### src/rtl/fp_stream_accum.sv
// fp_stream_accum: sums a packet of FP32 values from a valid/ready stream.
// One combinational AddSub does all the arithmetic; only registered state
// drives it, so there is no combinational path from in_* to sum_*.
// AddSub (defined below): FP32 add/subtract with round-to-nearest-even,
// flush-to-zero of subnormal inputs and results, and the fixed NaN 7FAAAAAA.

module fp_stream_accum #(
  parameter int CNT_W = 16
) (
  input  logic             clk,
  input  logic             rst,
  input  logic             in_valid,
  output logic             in_ready,
  input  logic [31:0]      in_data,
  input  logic             in_sub,
  input  logic             in_last,
  output logic             sum_valid,
  input  logic             sum_ready,
  output logic [31:0]      sum_out,
  output logic [CNT_W-1:0] sum_count,
  output logic             sum_nan,
  output logic             sum_inf
);

  typedef enum logic [1:0] {ACC, ADD, OUT} state_t;

  state_t           state_reg;
  logic [31:0]      acc_reg;
  logic [31:0]      opnd_reg;
  logic             sub_reg;
  logic             last_reg;
  logic [CNT_W-1:0] count_reg;
  logic [CNT_W-1:0] count_next;
  logic             nan_reg;
  logic             inf_reg;
  logic             in_ready_reg;
  logic             sum_valid_reg;
  logic [31:0]      add_out;
  logic             add_nan;
  logic             add_inf;

  AddSub u_addsub (
    .inA (acc_reg),
    .inB (opnd_reg),
    .op  (sub_reg),
    .out (add_out)
  );

  // Element counter saturates instead of wrapping; arithmetic is unaffected.
  assign count_next = (&count_reg) ? count_reg : count_reg + 1'b1;
  assign add_nan    = (add_out[30:23] == 8'hFF) && (add_out[22:0] != 23'd0);
  assign add_inf    = (add_out[30:23] == 8'hFF) && (add_out[22:0] == 23'd0);

  // Control FSM plus datapath registers; every output is a register.
  always_ff @(posedge clk) begin
    if (rst) begin
      state_reg     <= ACC;
      acc_reg       <= 32'h0000_0000;
      opnd_reg      <= 32'h0000_0000;
      sub_reg       <= 1'b0;
      last_reg      <= 1'b0;
      count_reg     <= '0;
      nan_reg       <= 1'b0;
      inf_reg       <= 1'b0;
      in_ready_reg  <= 1'b1;
      sum_valid_reg <= 1'b0;
    end else begin
      case (state_reg)
        ACC: begin
          if (in_valid) begin
            opnd_reg     <= in_data;
            sub_reg      <= in_sub;
            last_reg     <= in_last;
            in_ready_reg <= 1'b0;
            state_reg    <= ADD;
          end
        end
        ADD: begin
          acc_reg   <= add_out;
          count_reg <= count_next;
          nan_reg   <= nan_reg | add_nan;
          inf_reg   <= inf_reg | add_inf;
          if (last_reg) begin
            sum_valid_reg <= 1'b1;
            state_reg     <= OUT;
          end else begin
            in_ready_reg <= 1'b1;
            state_reg    <= ACC;
          end
        end
        OUT: begin
          // Result holds until taken; taking it clears the packet state.
          if (sum_ready) begin
            acc_reg       <= 32'h0000_0000;
            count_reg     <= '0;
            nan_reg       <= 1'b0;
            inf_reg       <= 1'b0;
            sum_valid_reg <= 1'b0;
            in_ready_reg  <= 1'b1;
            state_reg     <= ACC;
          end
        end
        default: begin
          sum_valid_reg <= 1'b0;
          in_ready_reg  <= 1'b1;
          state_reg     <= ACC;
        end
      endcase
    end
  end

  // The running accumulator doubles as the result register.
  assign in_ready  = in_ready_reg;
  assign sum_valid = sum_valid_reg;
  assign sum_out   = acc_reg;
  assign sum_count = count_reg;
  assign sum_nan   = nan_reg;
  assign sum_inf   = inf_reg;

endmodule

// AddSub: combinational FP32 out = inA + inB (op=0) or inA - inB (op=1).
module AddSub (
  input  logic [31:0] inA,
  input  logic [31:0] inB,
  input  logic        op,
  output logic [31:0] out
);

  localparam logic [31:0] QNAN = 32'h7FAA_AAAA;

  logic        sa, sb;
  logic [7:0]  ea, eb;
  logic [22:0] fa, fb;
  logic        a_nan, b_nan, a_inf, b_inf, a_zero, b_zero;
  logic        swap;
  logic        sx, sy;
  logic [7:0]  ex, ey, d;
  logic [23:0] mx, my;
  logic [55:0] wide_sh;
  logic [26:0] al;
  logic [27:0] sum;
  logic [26:0] diff;
  logic        eff_sub;
  logic [4:0]  lz;
  logic [26:0] n;
  logic [9:0]  e;
  logic        inc;
  logic [24:0] mant;
  logic [9:0]  e_r;
  logic [22:0] frac;

  assign sa = inA[31];
  assign sb = inB[31] ^ op;
  assign ea = inA[30:23];
  assign eb = inB[30:23];
  assign fa = inA[22:0];
  assign fb = inB[22:0];

  assign a_nan  = (ea == 8'hFF) && (fa != 23'd0);
  assign b_nan  = (eb == 8'hFF) && (fb != 23'd0);
  assign a_inf  = (ea == 8'hFF) && (fa == 23'd0);
  assign b_inf  = (eb == 8'hFF) && (fb == 23'd0);
  assign a_zero = (ea == 8'h00);
  assign b_zero = (eb == 8'h00);

  // Larger magnitude goes first so the subtraction never goes negative.
  assign swap = inB[30:0] > inA[30:0];
  assign sx   = swap ? sb : sa;
  assign sy   = swap ? sa : sb;
  assign ex   = swap ? eb : ea;
  assign ey   = swap ? ea : eb;
  assign mx   = swap ? {1'b1, fb} : {1'b1, fa};
  assign my   = swap ? {1'b1, fa} : {1'b1, fb};
  assign d    = ex - ey;

  // Align the smaller operand: 3 extra bits (guard, round, sticky).
  assign wide_sh = {my, 32'd0} >> ((d > 8'd31) ? 5'd31 : d[4:0]);
  assign al      = {wide_sh[55:30], wide_sh[29] | (|wide_sh[28:0])};
  assign sum     = {1'b0, mx, 3'b000} + {1'b0, al};
  assign diff    = {mx, 3'b000} - al;
  assign eff_sub = sx ^ sy;

  // Leading-zero count of the difference: highest set bit wins.
  always_comb begin
    lz = 5'd0;
    for (int i = 0; i < 27; i++) begin
      if (diff[i]) lz = 5'(26 - i);
    end
  end

  // Normalise to a 1.xxx mantissa with guard/round/sticky below it.
  always_comb begin
    n = 27'd0;
    e = 10'd0;
    if (eff_sub) begin
      n = diff << lz;
      e = {2'b00, ex} - {5'd0, lz};
    end else if (sum[27]) begin
      n = {sum[27:2], sum[1] | sum[0]};
      e = {2'b00, ex} + 10'd1;
    end else begin
      n = sum[26:0];
      e = {2'b00, ex};
    end
  end

  // Round to nearest, ties to even.
  assign inc  = n[2] & (n[1] | n[0] | n[3]);
  assign mant = {1'b0, n[26:3]} + {24'd0, inc};
  assign e_r  = e + {9'd0, mant[24]};
  assign frac = mant[24] ? mant[23:1] : mant[22:0];

  // Special operands first, then overflow/underflow of the normal path.
  always_comb begin
    out = {sx, e_r[7:0], frac};
    if (a_nan || b_nan) begin
      out = QNAN;
    end else if (a_inf && b_inf) begin
      out = (sa != sb) ? QNAN : inA;
    end else if (a_inf) begin
      out = inA;
    end else if (b_inf) begin
      out = {sb, 8'hFF, 23'd0};
    end else if (a_zero) begin
      out = b_zero ? {sa & sb, 31'd0} : {sb, inB[30:0]};
    end else if (b_zero) begin
      out = inA;
    end else if (eff_sub && (diff == 27'd0)) begin
      out = 32'h0000_0000;
    end else if (!e_r[9] && (e_r >= 10'd255)) begin
      out = {sx, 8'hFF, 23'd0};
    end else if (e_r[9] || (e_r == 10'd0)) begin
      out = {sx, 31'd0};
    end
  end

endmodule

### config.mk
export PLATFORM = sky130hd
export DESIGN_NAME = fp_stream_accum
export DESIGN_NICKNAME = d
export VERILOG_FILES = /design/src/rtl/fp_stream_accum.sv
export SDC_FILE = /design/constraint.sdc
export NUM_CORES = 1
export LEC_CHECK = 0
export CORE_UTILIZATION = 35
export CTS_CLUSTER_DIAMETER = 50
export DETAILED_ROUTE_END_ITERATION = 16
export GPL_ROUTABILITY_DRIVEN = 1
export PLACE_DENSITY = 0.61
export SLEW_MARGIN = 5
export SYNTH_ARGS = -nofsm -noshare
export SYNTH_HDL_FRONTEND = slang
export SYNTH_SLANG_ARGS = --single-unit
export TNS_END_PERCENT = 20
### constraint.sdc
create_clock -name clk -period 18.2 [get_ports clk]
set_input_delay 3.64 -clock clk [delete_from_list [all_inputs] [get_ports clk]]
set_output_delay 3.64 -clock clk [all_outputs]
set_load 0.05 [all_outputs]
==> flow_summary.toml, run 1 <==
[global_route]
grt_antenna_before_repair = 1
grt_pass1_vias = 18100
gr-total-overflow = 0
grt_usage = 0.318
grt_max_degree = 76
grt_pass1_wl_mm = 115

[synthesis]
netlist_area_sq_mm = 0.0162
avgSynthCellArea_sq_um = 6.82
syn-num-nets = 2511
yosysWarnings = 0
synth.yosys.seq_area_share = 0.109
synth.distinct_cells = 118
synth_edf_count = 0
synthFlopType = "dfxtp_1"
synthArstFlopShare = 0
ys_ff_latch = 88
netlist_instances = 2376

[drt]
route.vias.total = 19500
drt_iter0_drc = 2165
wl_per_cell_microns = 26.1
routed_wl_mm = 77.4
ant_nets = 0
vias_per_cell = 6.59
first_pass_iters = 6
drc = 0

[final_layout]
seq_area_sq_mm = 0.00176
multiInputGateArea_sq_mm = 0.0133
drive_above_1_share = 0.0794
nFillCells = 4900
syn_to_final_growth_pct = 9.41
diodes = 0
fin_nets = 2497

[placement]
io_buffers = 89
dp_slack_ns = 0.676
hpwl_mm = 60.8
gp_congestion = 1.02

[setup_path]
arrival_ns = 17.31
rr_worst_depth = 56
crit_path_start_kind = "flip-flop"
crit_fanout = 32
required_ns = 18.46
slowest_stage = "a2111oi_1"
path_class = "reg2reg"
worst_setup_path_end_kind = "flip-flop"
cp_common_cell = "nor2_1"
max_stage_delay_ns = 0.80

[sta]
postLayoutSetupSlackWorst_ns = 1.15
finalSetupViolCount = 0
tns_ns = 0
fmax_ghz = 0.0587
period_needed_ns = 17.05
clock_skew_ns = 0.0189
finalHoldViolCount = 0
whs_ns = 0.470
worstMarginPinSlew_ns = 1.30
slew_violations = 0
min_period_over_period = 0.937
rsz0062_at_grt = "no"
relSlewSlack = 0.124

[die]
rows = 78
fp.dieArea_sq_mm = 0.0472
die_x_microns = 217
ios = 90
fp.coreArea_sq_mm = 0.0456
start_util = 0.356
die_height_microns = 217

[clock_network]
clkTransAtPathRegs_ns = 0.08
clkLatencyLatePin_ns = 0.37
cts_sinks = 88
cts_buffers = 9
holdBufCountCts = 0
clock_path_buffers = 2
cts_tree = "built"
htreeDepth = 3
cts_root_buf = "clkbuf_16"

[hold_path]
hold_class = "reg2reg"
whs_path_depth = 2

[outcome]
outcome = "finished clean"

[pwr]
ir_drop_mv = 0.306
p_leak_nw = 6.78
p_per_area_mw_per_mm2 = 184

[flow_run]
cap_viol_max_count = 0
-- cells by family after synthesis --
group,count (synthesis),share of synthesized area
DFF,88,0.109
AOI/OAI and AO/OA,840,0.357
and+or+nand+nor,911,0.280
adders and majority gates,97,0.0758
muxes,77,0.0584
buffers and inverters,284,0.0762
xor gates and xnor gates,79,0.0431
-- cells in the mapped netlist (11+ instances only) --
cell type | count | share of area
mux4_2 | 11 | 0.015
a22oi_1 | 35 | 0.016
a21o_1 | 30 | 0.014
ha_1 | 95 | 0.073
nor2b_1 | 22 | 0.0085
nand4_1 | 40 | 0.015
nand2_1 | 246 | 0.057
clkbuf_1 | 83 | 0.019
a211o_1 | 15 | 0.0081
and3_1 | 27 | 0.010
a31o_2 | 11 | 0.0059
or2_2 | 14 | 0.0054
o21ai_1 | 15 | 0.0046
nand2b_1 | 28 | 0.011
a21oi_1 | 218 | 0.067
mux2i_1 | 38 | 0.023
nor4_1 | 26 | 0.010
or3_1 | 27 | 0.010
buf_2 | 33 | 0.010
inv_1 | 128 | 0.030
a211oi_1 | 40 | 0.019
xor2_1 | 26 | 0.014
nor2_1 | 245 | 0.057
o211ai_1 | 38 | 0.018
o21a_1 | 20 | 0.0093
o2111ai_1 | 11 | 0.0059
xnor2_1 | 52 | 0.028
o21ai_0 | 138 | 0.043
o22ai_1 | 16 | 0.0062
dfxtp_1 | 88 | 0.11
nor3_1 | 65 | 0.020
o21bai_1 | 15 | 0.0069
buf_4 | 14 | 0.0065
o221ai_1 | 12 | 0.0065
mux2_2 | 27 | 0.019
a221oi_1 | 28 | 0.015
nand3_1 | 69 | 0.021
a31oi_1 | 31 | 0.012
and2_1 | 24 | 0.0093
o31ai_1 | 18 | 0.0083
-- cells in the final DEF, fill, tap and decap left out, types with 28 or more instances in the layout --
cell type        Yosys  final
nor2_1             245    245
a21o_1              30     30
mux2i_1             38     38
nor3_1              65     65
o21ai_0            138    138
a211oi_1            40     40
a21oi_1            218    217
dfxtp_1             88     88
nand2_1            246    246
a31oi_1             31     31
xnor2_1             52     51
nand3_1             69     68
clkdlybuf4s50_1      0     88
o211ai_1            38     38
ha_1                95     95
inv_1              128    128
nand2b_1            28     28
a221oi_1            28     28
nand4_1             40     40
a22oi_1             35     35
buf_4               14     35
-- power breakdown --
part,switching [W],leakage [nW],internal (W)
clock,0.0000945,0.142,0.0000969
combinational,0.00195,5.92,0.000889
sequential,0.0000302,0.716,0.000203
total,0.00207,6.78,0.00119
-- final cells by class --
cell class / count / area share
sequential: 88 / 0.0993
tap: 600 / 0.0423
clock inverter: 7 / 0.00381
timing repair buffer: 124 / 0.0647
multi-input combinational: 2004 / 0.749
clock buffer: 9 / 0.0127
inverter: 135 / 0.0286
-- through the flow --
stage           util  std cells  instance area, sq um  power (W)
6_report       0.389       2967                 17700    0.00326
5_1_grt        0.389       2967                 17700    0.00343
4_1_cts        0.389       2967                 17700    0.00316
3_5_place_dp   0.382       2951                 17400    0.00295
3_3_place_gp   0.382       2951                 17400    0.00297
2_1_floorplan      -       2376                 16200    0.00219
-- worst paths after layout --
path	end	slack, ns	startpoint
worst max register to register	sum_nan	1.15	sum_out[3]
worst min-delay path	sub_reg	0.47	sub_reg
worst max-delay path	sum_nan	1.15	sum_out[3]
worst min register to register	sub_reg	0.47	sub_reg
-- repair_timing --
action / CTS / global route
endpoints found under the setup margin: 0 / 28
gates resized for setup: 0 / 6
setup buffers: 0 / 0
hold endpoints to repair: 0 / 0
-- critical path, delay by kind of cell, from the launching register on --
family | cells | cell delay [ns]
AOI/OAI and AO/OA | 23 | 7.32
xor gates and xnor gates | 1 | 0.24
adders and majority gates | 5 | 1.27
buffers and inverters | 2 | 0.61
DFF | 1 | 0.70
and+or+nand+nor | 25 | 6.76
-- metal layers --
metal  track usage  vias up  routed length (microns)
li1              -     8867                        -
met1         0.423     9406                    32600
met2         0.511     1091                    34700
met3        0.0563      178                     7180
met4         0.117        0                     2920
met5             0        -                        0
Note: power is estimated with default switching activity, not from simulation.
==> run 2: changes to the inputs <==
Settings changed: MAX_ROUTING_LAYER set to met4.
==> flow_summary.toml, run 2 (synthesized netlist as in run 1, its figures left out) <==
[outcome]
outcome = "finished clean"

[setup_path]
rr_worst_depth = 59
max_stage_delay_ns = 0.72
slowest_stage = "dfxtp_1"
rr_startpoint = "sum_out[15]"
path_class = "reg2reg"
required_ns = 18.46
rrSetupSlack_ns = 1.06
r2r-end = "sum_nan"
crit_path_start_kind = "flip-flop"
crit_fanout = 32
worst_setup_path_end_kind = "flip-flop"
arrival_ns = 17.40
cp_common_cell = "nor2_1"

[clock_network]
cts_root_buf = "clkbuf_16"
cts_tree = "built"
holdBufCountCts = 0
clkTransAtPathRegs_ns = 0.08
clkLatencyLatePin_ns = 0.38
clock_path_buffers = 2
htreeDepth = 3
cts_sinks = 88
cts_buffers = 9

[drt]
drc = 0
ant_nets = 0
first_pass_iters = 6
drt_iter0_drc = 2482
wl_per_cell_microns = 27.2
route.vias.total = 19600
routed_wl_mm = 80.8
vias_per_cell = 6.58

[hold_path]
holdPathEnd = "sub_reg"
hold_class = "reg2reg"
whs_path_depth = 2
worstHoldStart = "sub_reg"

[global_route]
grt_antenna_before_repair = 0
gr-total-overflow = 0
grt_max_degree = 76
grt_pass1_wl_mm = 120
grt_usage = 0.344
grt_pass1_vias = 18400

[die]
fp.dieArea_sq_mm = 0.0472
start_util = 0.356
die_x_microns = 217
die_height_microns = 217
ios = 90
rows = 78
fp.coreArea_sq_mm = 0.0456

[final_layout]
final_cell_mix = "nand2_1 (246), nor2_1 (245), a21oi_1 (217), o21ai_0 (138), inv_1 (128)"
layout_commonest_cell = "nand2_1"
drive_above_1_share = 0.0801
diodes = 0
fin_nets = 2502
syn_to_final_growth_pct = 9.54

[sta]
finalHoldViolCount = 0
rsz0062_at_grt = "no"
period_needed_ns = 17.14
clock_skew_ns = 0.0139
slew_violations = 0
tns_ns = 0
finalSetupViolCount = 0
fmax_ghz = 0.0583
relSlewSlack = 0.120
min_period_over_period = 0.942
worstMarginPinSlew_ns = 1.31

[pwr]
ir_drop_mv = 0.193
p_per_area_mw_per_mm2 = 187
p_leak_nw = 6.79
power_w = 0.00333

[placement]
io_buffers = 89
hpwl_mm = 64.1
gp_congestion = 1.00

[flow_run]
cap_viol_max_count = 0
run 2: cell count changes in the layout (fill, tap and decap cells not counted), sizes merged:
cell and change:
buf +5, clkinvlp +1, inv -1
run 2: how the worst max path moves through the flow:
stage / startpoint / endpoint / cells past startpoint
floorplan: sum_out[26] / sum_nan / 71
global placement: sum_out[14] / sum_nan / 57
detailed placement: sum_out[15] / sum_nan / 58
CTS: sum_out[15] / sum_nan / 58
global route: sum_out[26] / sum_nan / 60
finish: sum_out[15] / sum_nan / 59
run 2: timing repair:
| item | CTS | global route |
|---|---|---|
| buffers inserted | 0 | 0 |
| gates resized for setup | 0 | 1 |
| endpoints found under the setup margin | 0 | 4 |
run 2: through the flow:
stage                     std cells  hold slack (ns)   util  area [sq um]  worst slack [ns]
after floorplan                2376            0.448      -         16200              4.48
after global placement         2956            0.460  0.383         17500              1.04
after detailed placement       2956            0.469  0.383         17500              1.14
after CTS                      2972            0.480  0.390         17800              1.08
after global routing           2972            0.514  0.390         17800           0.00433
final                          2972            0.475  0.390         17800              1.06
run 2: critical path: cells and delay by family, from the launching register on:
family | cells | cell delay [ns]
simple gates | 28 | 7.20
fa+ha+maj | 4 | 0.84
mux | 1 | 0.41
compound gates | 20 | 6.20
flops | 1 | 0.72
buf+inv | 6 | 1.58
run 2: per-layer routing:
| layer | vias to the layer above | share of wire | track usage |
|---|---|---|---|
| met3 | 207 | 0.086 | 0.0600 |
| met2 | 1121 | 0.45 | 0.541 |
| li1 | 8876 | - | - |
| met4 | 0 | 0.040 | 0.123 |
| met1 | 9348 | 0.42 | 0.439 |
| met5 | - | 0 | - |
run 2: report_power, final:
group          switching (W)  leakage [nW]  internal, W
Clock               0.000101         0.139    0.0000969
Sequential         0.0000291         0.716     0.000203
Combinational        0.00201          5.94     0.000891
Total                0.00214          6.79      0.00119
run 2: layout make-up:
class                      count  area [sq um]
fill                        4900         27800
inverter                     135           507
timing repair buffer         129          1190
sequential                    88          1760
multi-input combinational   2004         13300
clock buffer                   9           225
tap                          600           751
clock inverter                 7          71.3
==> run 3: changes to the inputs <==
Settings changed: CORE_MARGIN set to 4.
Clock period 18.2 ns to 16.9 ns, I/O delays scaled along.
==> flow_summary.toml, run 3 (synthesized netlist as in run 1, its figures left out) <==
[outcome]
outcome = "finished clean"

[global_route]
gr-total-overflow = 0
grt_max_degree = 76
grt_pass1_vias = 18700
grt_usage = 0.315
grt_pass1_wl_mm = 120
grt_antenna_before_repair = 0

[final_layout]
drive_above_1_share = 0.0925
syn_to_final_growth_pct = 11.1
layout_commonest_cell = "nand2_1"
fin_nets = 2529
final_cell_mix = "nand2_1 (246), nor2_1 (245), a21oi_1 (216), o21ai_0 (138), inv_1 (128)"

[hold_path]
whs_path_depth = 2
hold_class = "reg2reg"

[die]
ios = 90
die_x_microns = 223
rows = 78
fp.dieArea_sq_mm = 0.0498
die_height_microns = 223
fp.coreArea_sq_mm = 0.0456
start_util = 0.356

[drt]
drt_iter0_drc = 2524
wl_per_cell_microns = 26.8
routed_wl_mm = 80.3
first_pass_iters = 8
route.vias.total = 19700
vias_per_cell = 6.56
drc = 0
ant_nets = 0

[clock_network]
cts_buffers = 9
cts_tree = "built"
cts_root_buf = "clkbuf_16"
clkTransAtPathRegs_ns = 0.08
clock_path_buffers = 2
htreeDepth = 3
cts_sinks = 88
clkLatencyLatePin_ns = 0.37

[setup_path]
arrival_ns = 16.43
required_ns = 17.15
crit_path_start_kind = "flip-flop"
crit_fanout = 20
cp.depth = 58
crit_family = "compound AO/OA/AOI/OAI gates"
critPathBufInv = 5
path_class = "reg2reg"
slowest_stage = "a2111oi_1"
worst_setup_path_end_kind = "flip-flop"
cp_common_cell = "ha_1"
rr_worst_depth = 58
max_stage_delay_ns = 0.70

[sta]
clock_skew_ns = 0.0127
min_period_over_period = 0.957
tns_ns = 0
fmax_ghz = 0.0618
relSlewSlack = 0.235
slew_violations = 0
finalHoldViolCount = 0
period_needed_ns = 16.18
finalSetupViolCount = 0
worstMarginPinSlew_ns = 1.14
whs_ns = 0.476

[pwr]
p_switching_w = 0.00230
pwr-share-comb = 0.875
swShare = 0.634
clkPwrFrac = 0.058
power_frac_seq = 0.067
power_w = 0.00362
p_leak_nw = 6.95
ir_drop_mv = 0.119
p_int_w = 0.00133
p_per_area_mw_per_mm2 = 201

[placement]
io_buffers = 89
gp_congestion = 1.02
hpwl_mm = 63.3

[flow_run]
cap_viol_max_count = 0
==> run 3: metal layers <==
| layer | part of all wire | vias to the layer above | global-route usage |
|---|---|---|---|
| met1 | 0.42 | 9454 | 0.410 |
| met4 | 0.042 | 0 | 0.111 |
| li1 | - | 8938 | - |
| met5 | 0 | - | - |
| met3 | 0.086 | 207 | 0.0499 |
| met2 | 0.45 | 1070 | 0.497 |
==> run 3: path summary, 6_finish.rpt <==
check	start	endpoint	slack [ns]
setup reg to reg	sum_out[1]	sum_nan	0.72
hold / removal	sum_inf	sum_inf	0.48
setup / recovery	sum_out[1]	sum_nan	0.72
hold reg to reg	sum_inf	sum_inf	0.48
==> run 3: final cells by class <==
cell class	count	area (sq um)
Timing Repair Buffer	156	1390
Fill cell	4847	27600
Tap cell	600	751
Multi-Input combinational cell	2004	13300
Clock buffer	9	225
Antenna cell	1	2.50
Sequential cell	88	1760
Inverter	135	507
Clock inverter	7	78.8
==> run 3: tightest hold or removal path: stages, from the launching register on <==
cell and delay, ns:
dfxtp_1 0.32, nand2_1 0.06, o21ai_1 0.05
==> run 3: power groups by stage <==
stage | Sequential [W] | Combinational, W | Clock, W
6_report | 0.000244 | 0.00317 | 0.000210
5_1_grt | 0.000243 | 0.00335 | 0.000221
4_1_cts | 0.000242 | 0.00303 | 0.000213
3_5_place_dp | 0.000247 | 0.00301 | 0
3_3_place_gp | 0.000247 | 0.00305 | 0
2_1_floorplan | 0.000258 | 0.00210 | 0
==> run 3: per-stage QoR <==
| step | instance area (sq um) | util | worst slack [ns] | instances |
|---|---|---|---|---|
| after floorplan | 16200 | - | 3.18 | 2376 |
| after detailed placement | 17700 | 0.387 | 0.802 | 2982 |
| after global placement | 17700 | 0.387 | 0.826 | 2982 |
| after CTS | 18000 | 0.394 | 0.707 | 2998 |
| final | 18000 | 0.395 | 0.725 | 3000 |
| after global routing | 18000 | 0.395 | -0.0167 | 2999 |
==> run 3: timing repair <==
item / 4_1_cts / 5_1_grt
setup endpoints to repair: 0 / 20
hold buffers: 0 / 0
buffers inserted: 0 / 1
resized for setup: 0 / 9
==> edit 1 (settings of run 2) <==
Register the output `sum_count` once more, with the module's reset; this adds one clock of latency there. The other outputs are not delayed to match.
--- a/src/rtl/fp_stream_accum.sv
+++ b/src/rtl/fp_stream_accum.sv
@@ -113,7 +113,13 @@
   assign in_ready  = in_ready_reg;
   assign sum_valid = sum_valid_reg;
   assign sum_out   = acc_reg;
-  assign sum_count = count_reg;
+  always_ff @(posedge clk) begin
+    if (rst) begin
+      sum_count <= '0;
+    end else begin
+      sum_count <= count_reg;
+    end
+  end
   assign sum_nan   = nan_reg;
   assign sum_inf   = inf_reg;
 
Formal check against the unedited RTL: not equivalent (Yosys sat finds a counterexample within 4 cycles, from zero or initial values and one cycle with rst high).
==> edit 1 against run 2 <==
- synthesized area is 6.1% higher
- cell count is 8.9% higher
- routed wire length is 10% higher
- sequential cell count is 16 higher
- global-route usage is 1.0 points higher
- power is 21% higher
- critical path depth is 2 lower
- setup slack worse by 0.18 ns
- combinational power is 22% higher
- design area is 6.5% higher
- clock power is 4% higher
- utilization is 0.31 points higher
- critical path type unchanged
- largest cell class unchanged
==> edit 1: results (changes against run 2) <==
count of placed standard cells including taps 3220 (was 2956); commonest cells in the synthesized netlist sky130_fd_sc_hd__nand2_1, sky130_fd_sc_hd__nor2_1, sky130_fd_sc_hd__a21oi_1 (unchanged); Fill cells 5239 (was 4900); Clk pwr share 5.1% (was 5.9%); vias in the first global route 19890 (was 18420); Compound-Gate Fraction of Synth Area 36.28% (was 35.75%); multiplexer share of the synthesized area 3.469% (was 5.841%); RD Place Congestion 1.062 (was 1.002); minimum setup slack among reg-to-reg paths 0.88 ns (was 1.06 ns); worst slew margin relative to its limit 22.56% (was 12.03%); post-synthesis adder-cell area fraction 7.142% (was 7.577%); detailed-router iteration count before antenna repair 6 (unchanged); pin count of the biggest net entering global routing 92 (was 76); cell types occupying the most area after synthesis sky130_fd_sc_hd__dfxtp_1, sky130_fd_sc_hd__nand2_1, sky130_fd_sc_hd__ha_1, sky130_fd_sc_hd__a21oi_1, sky130_fd_sc_hd__nor2_1 (was sky130_fd_sc_hd__dfxtp_1, sky130_fd_sc_hd__ha_1, sky130_fd_sc_hd__a21oi_1, sky130_fd_sc_hd__nand2_1, sky130_fd_sc_hd__nor2_1); worst hold-check slack 0.4700 ns (was 0.4748 ns); fraction of the cycle the final worst path needs 95.19% (was 94.18%); fraction of final layout cells with drive strength greater than 1 6.977% (was 8.010%); fraction of synthesized cell area in xor and xnor cells 3.876% (was 4.313%); combinational share of power 88.2% (was 87.1%); hold endpoint opnd_reg[31]$_SDFFE_PP0P_ (was sub_reg$_SDFFE_PP0P_); number of vias in the routed layout 21530 (was 19550); cell count of the worst reg-to-reg path 57 (was 59); maximum fanout along the worst path 21 (was 32); end point of the critical path sum_inf$_SDFFE_PP0P_ (was sum_nan$_SDFFE_PP0P_); startpoint of the worst register-to-register path sum_out[26]$_SDFFE_PP0P_ (was sum_out[15]$_SDFFE_PP0P_); 1st-iter DRT viols 2848 (was 2482); hold path startpoint opnd_reg[31]$_SDFFE_PP0P_ (was sub_reg$_SDFFE_PP0P_); GRT Util Overall 35.40% (was 34.37%); skew final 0.01806 ns (was 0.01388 ns); total routed wirelength 88920 um (was 80820 um); WL per Instance 27.48 um (was 27.19 um); result of the run completed (unchanged); first-pass GRT wire length 130100 um (was 119600 um); dpl ws 1.192 ns (was 1.145 ns); number of library cell types mapped by synthesis 116 (was 118); detailed placer's ending HPWL 69830 um (was 64050 um); Leak Pwr 7.116 nW (was 6.791 nW); switching power share of the total 66.03% (was 64.23%); Peak supply drop 0.1270 mV (was 0.1931 mV); Seq/Total Area, Yosys 12.10% (was 10.86%); power density cells 212.7 nW/um^2 (was 187.4 nW/um^2); Post-layout nets 2710 (was 2502)
edit 1: changes by cell type after synthesis, sizes merged, moves of 16 or more:
cell	run 2	this run
mux2	28	9
nand2	248	321
nand3	71	91
nor3	68	92
o21ai	155	192
clkbuf	83	105
dfxtp	88	104
inv	133	117
edit 1: layout make-up:
class	count	area (um^2)	share of cell area [%]
flip-flops and latches	104	2082	11.01
clock buffers	9	225.2	1.191
well taps	656	820.8	4.340
inverters	119	449.2	2.375
repair buffers	135	1231	6.510
multi-input cells	2206	14020	74.13
clock inverters	7	85.08	0.4499
edit 1: cells by family after synthesis:
group / count (synthesis)
simple gates: 1067
fa+ha+maj: 97
flops: 104
buf+inv: 275
mux: 56
xor+xnor: 74
compound gates: 912
edit 1: routing by layer:
layer	share of wire, %	global-route usage (%)	vias up
met5	0	-	-
met4	4.9	15.07	0
met3	8.9	5.456	273
met2	45	55.43	1266
met1	42	45.09	10330
li1	-	-	9668
==> edit 2 (config.mk and constraints of run 2) <==
Without the edit above. `CNT_W`: 16 -> 24.
--- a/src/rtl/fp_stream_accum.sv
+++ b/src/rtl/fp_stream_accum.sv
@@ -5,7 +5,7 @@
 // flush-to-zero of subnormal inputs and results, and the fixed NaN 7FAAAAAA.
 
 module fp_stream_accum #(
-  parameter int CNT_W = 16
+  parameter int CNT_W = 24
 ) (
   input  logic             clk,
   input  logic             rst,
Ports: changed (resized sum_count); port bits go from 90 to 98. No check against the original RTL was run, so the function may have changed too.
==> edit 2 against run 2 <==
- global-route usage is 1.8 points lower
- synthesized cell count rose by 1.9%
- via count up 2.6%
- non-clock buffer count rose by 8
- synthesized area up 2.0%
- sequential cell count is 8 higher
- design area grew 2.8%
- clock power up 5%
- count of clock-buffer cells in the layout did not move
- setup slack improved by 0.15 ns
- power decreased by 2.5%
- first-iteration DRC count up 3.2%
- routed wire length is 3.6% lower
- critical path type unchanged
==> edit 2: results (changes against run 2) <==
result of the run completed (unchanged); pin count of the biggest net entering global routing 74 (was 76); Fill cells 4891 (was 4900); Seq/Total Area, Yosys 11.62% (was 10.86%); worst setup path start sum_out[8]$_SDFFE_PP0P_ (was sum_out[15]$_SDFFE_PP0P_); power drawn by the sequential cells 0.000259 W (was 0.000232 W); fraction of final layout cells with drive strength greater than 1 7.683% (was 8.010%); detailed placer's ending HPWL 60610 um (was 64050 um); number of library cell types mapped by synthesis 120 (was 118); WL per Instance 25.72 um (was 27.19 um); non-clock buffer area fraction after layout 6.934% (was 6.678%); sequential portion of the cell area 10.52% (was 9.918%); layout inverter count without the clock tree 124 (was 135); maximum fanout along the worst path 18 (was 32); clock buffer and inverter area fraction after layout 1.720% (was 1.669%); cell count of the worst reg-to-reg path 60 (was 59); synthesis-stage register bit count 96 (was 88); slowest stage cell, crit path sky130_fd_sc_hd__or4_1 (was sky130_fd_sc_hd__dfxtp_1); vias in the first global route 18460 (was 18420); buffers added on ports 97 (was 89); 1st-iter DRT viols 2562 (was 2482); data arrival time of the critical path 17.27 ns (was 17.40 ns); Post-layout nets 2551 (was 2502); detailed-router iteration count before antenna repair 7 (was 6); number of ordinary and repair buffers in the finished layout 137 (was 129); Leak Pwr 6.971 nW (was 6.791 nW)
edit 2: logic make-up (layout without fill, tap and decap cells):
family	after synthesis	in the layout	synth area share, %
mux	83	83	5.577
xor+xnor	87	87	4.608
fa+ha+maj	97	97	7.430
simple gates	922	922	27.75
compound gates	859	859	35.92
buf+inv	276	277	7.090
flops	96	96	11.62
edit 2: per-layer routing:
| metal | GRT usage, % | vias to the layer above | routed length [um] | share of wire (%) |
|---|---|---|---|---|
| met2 | 51.25 | 1236 | 35220 | 45 |
| met5 | - | - | 0 | 0 |
| met1 | 42.23 | 9556 | 32810 | 42 |
| li1 | - | 9045 | - | - |
| met4 | 11.88 | 0 | 3189 | 4.1 |
| met3 | 4.227 | 227 | 6677 | 8.6 |
edit 2: stage by stage:
stage / power [W] / instances / instance area, um^2
floorplan: 0.002179 / 2420 / 16540
global placement: 0.002939 / 3012 / 17920
detailed placement: 0.002921 / 3012 / 17920
CTS: 0.003144 / 3028 / 18240
global route: 0.003421 / 3028 / 18260
finish: 0.003246 / 3028 / 18260
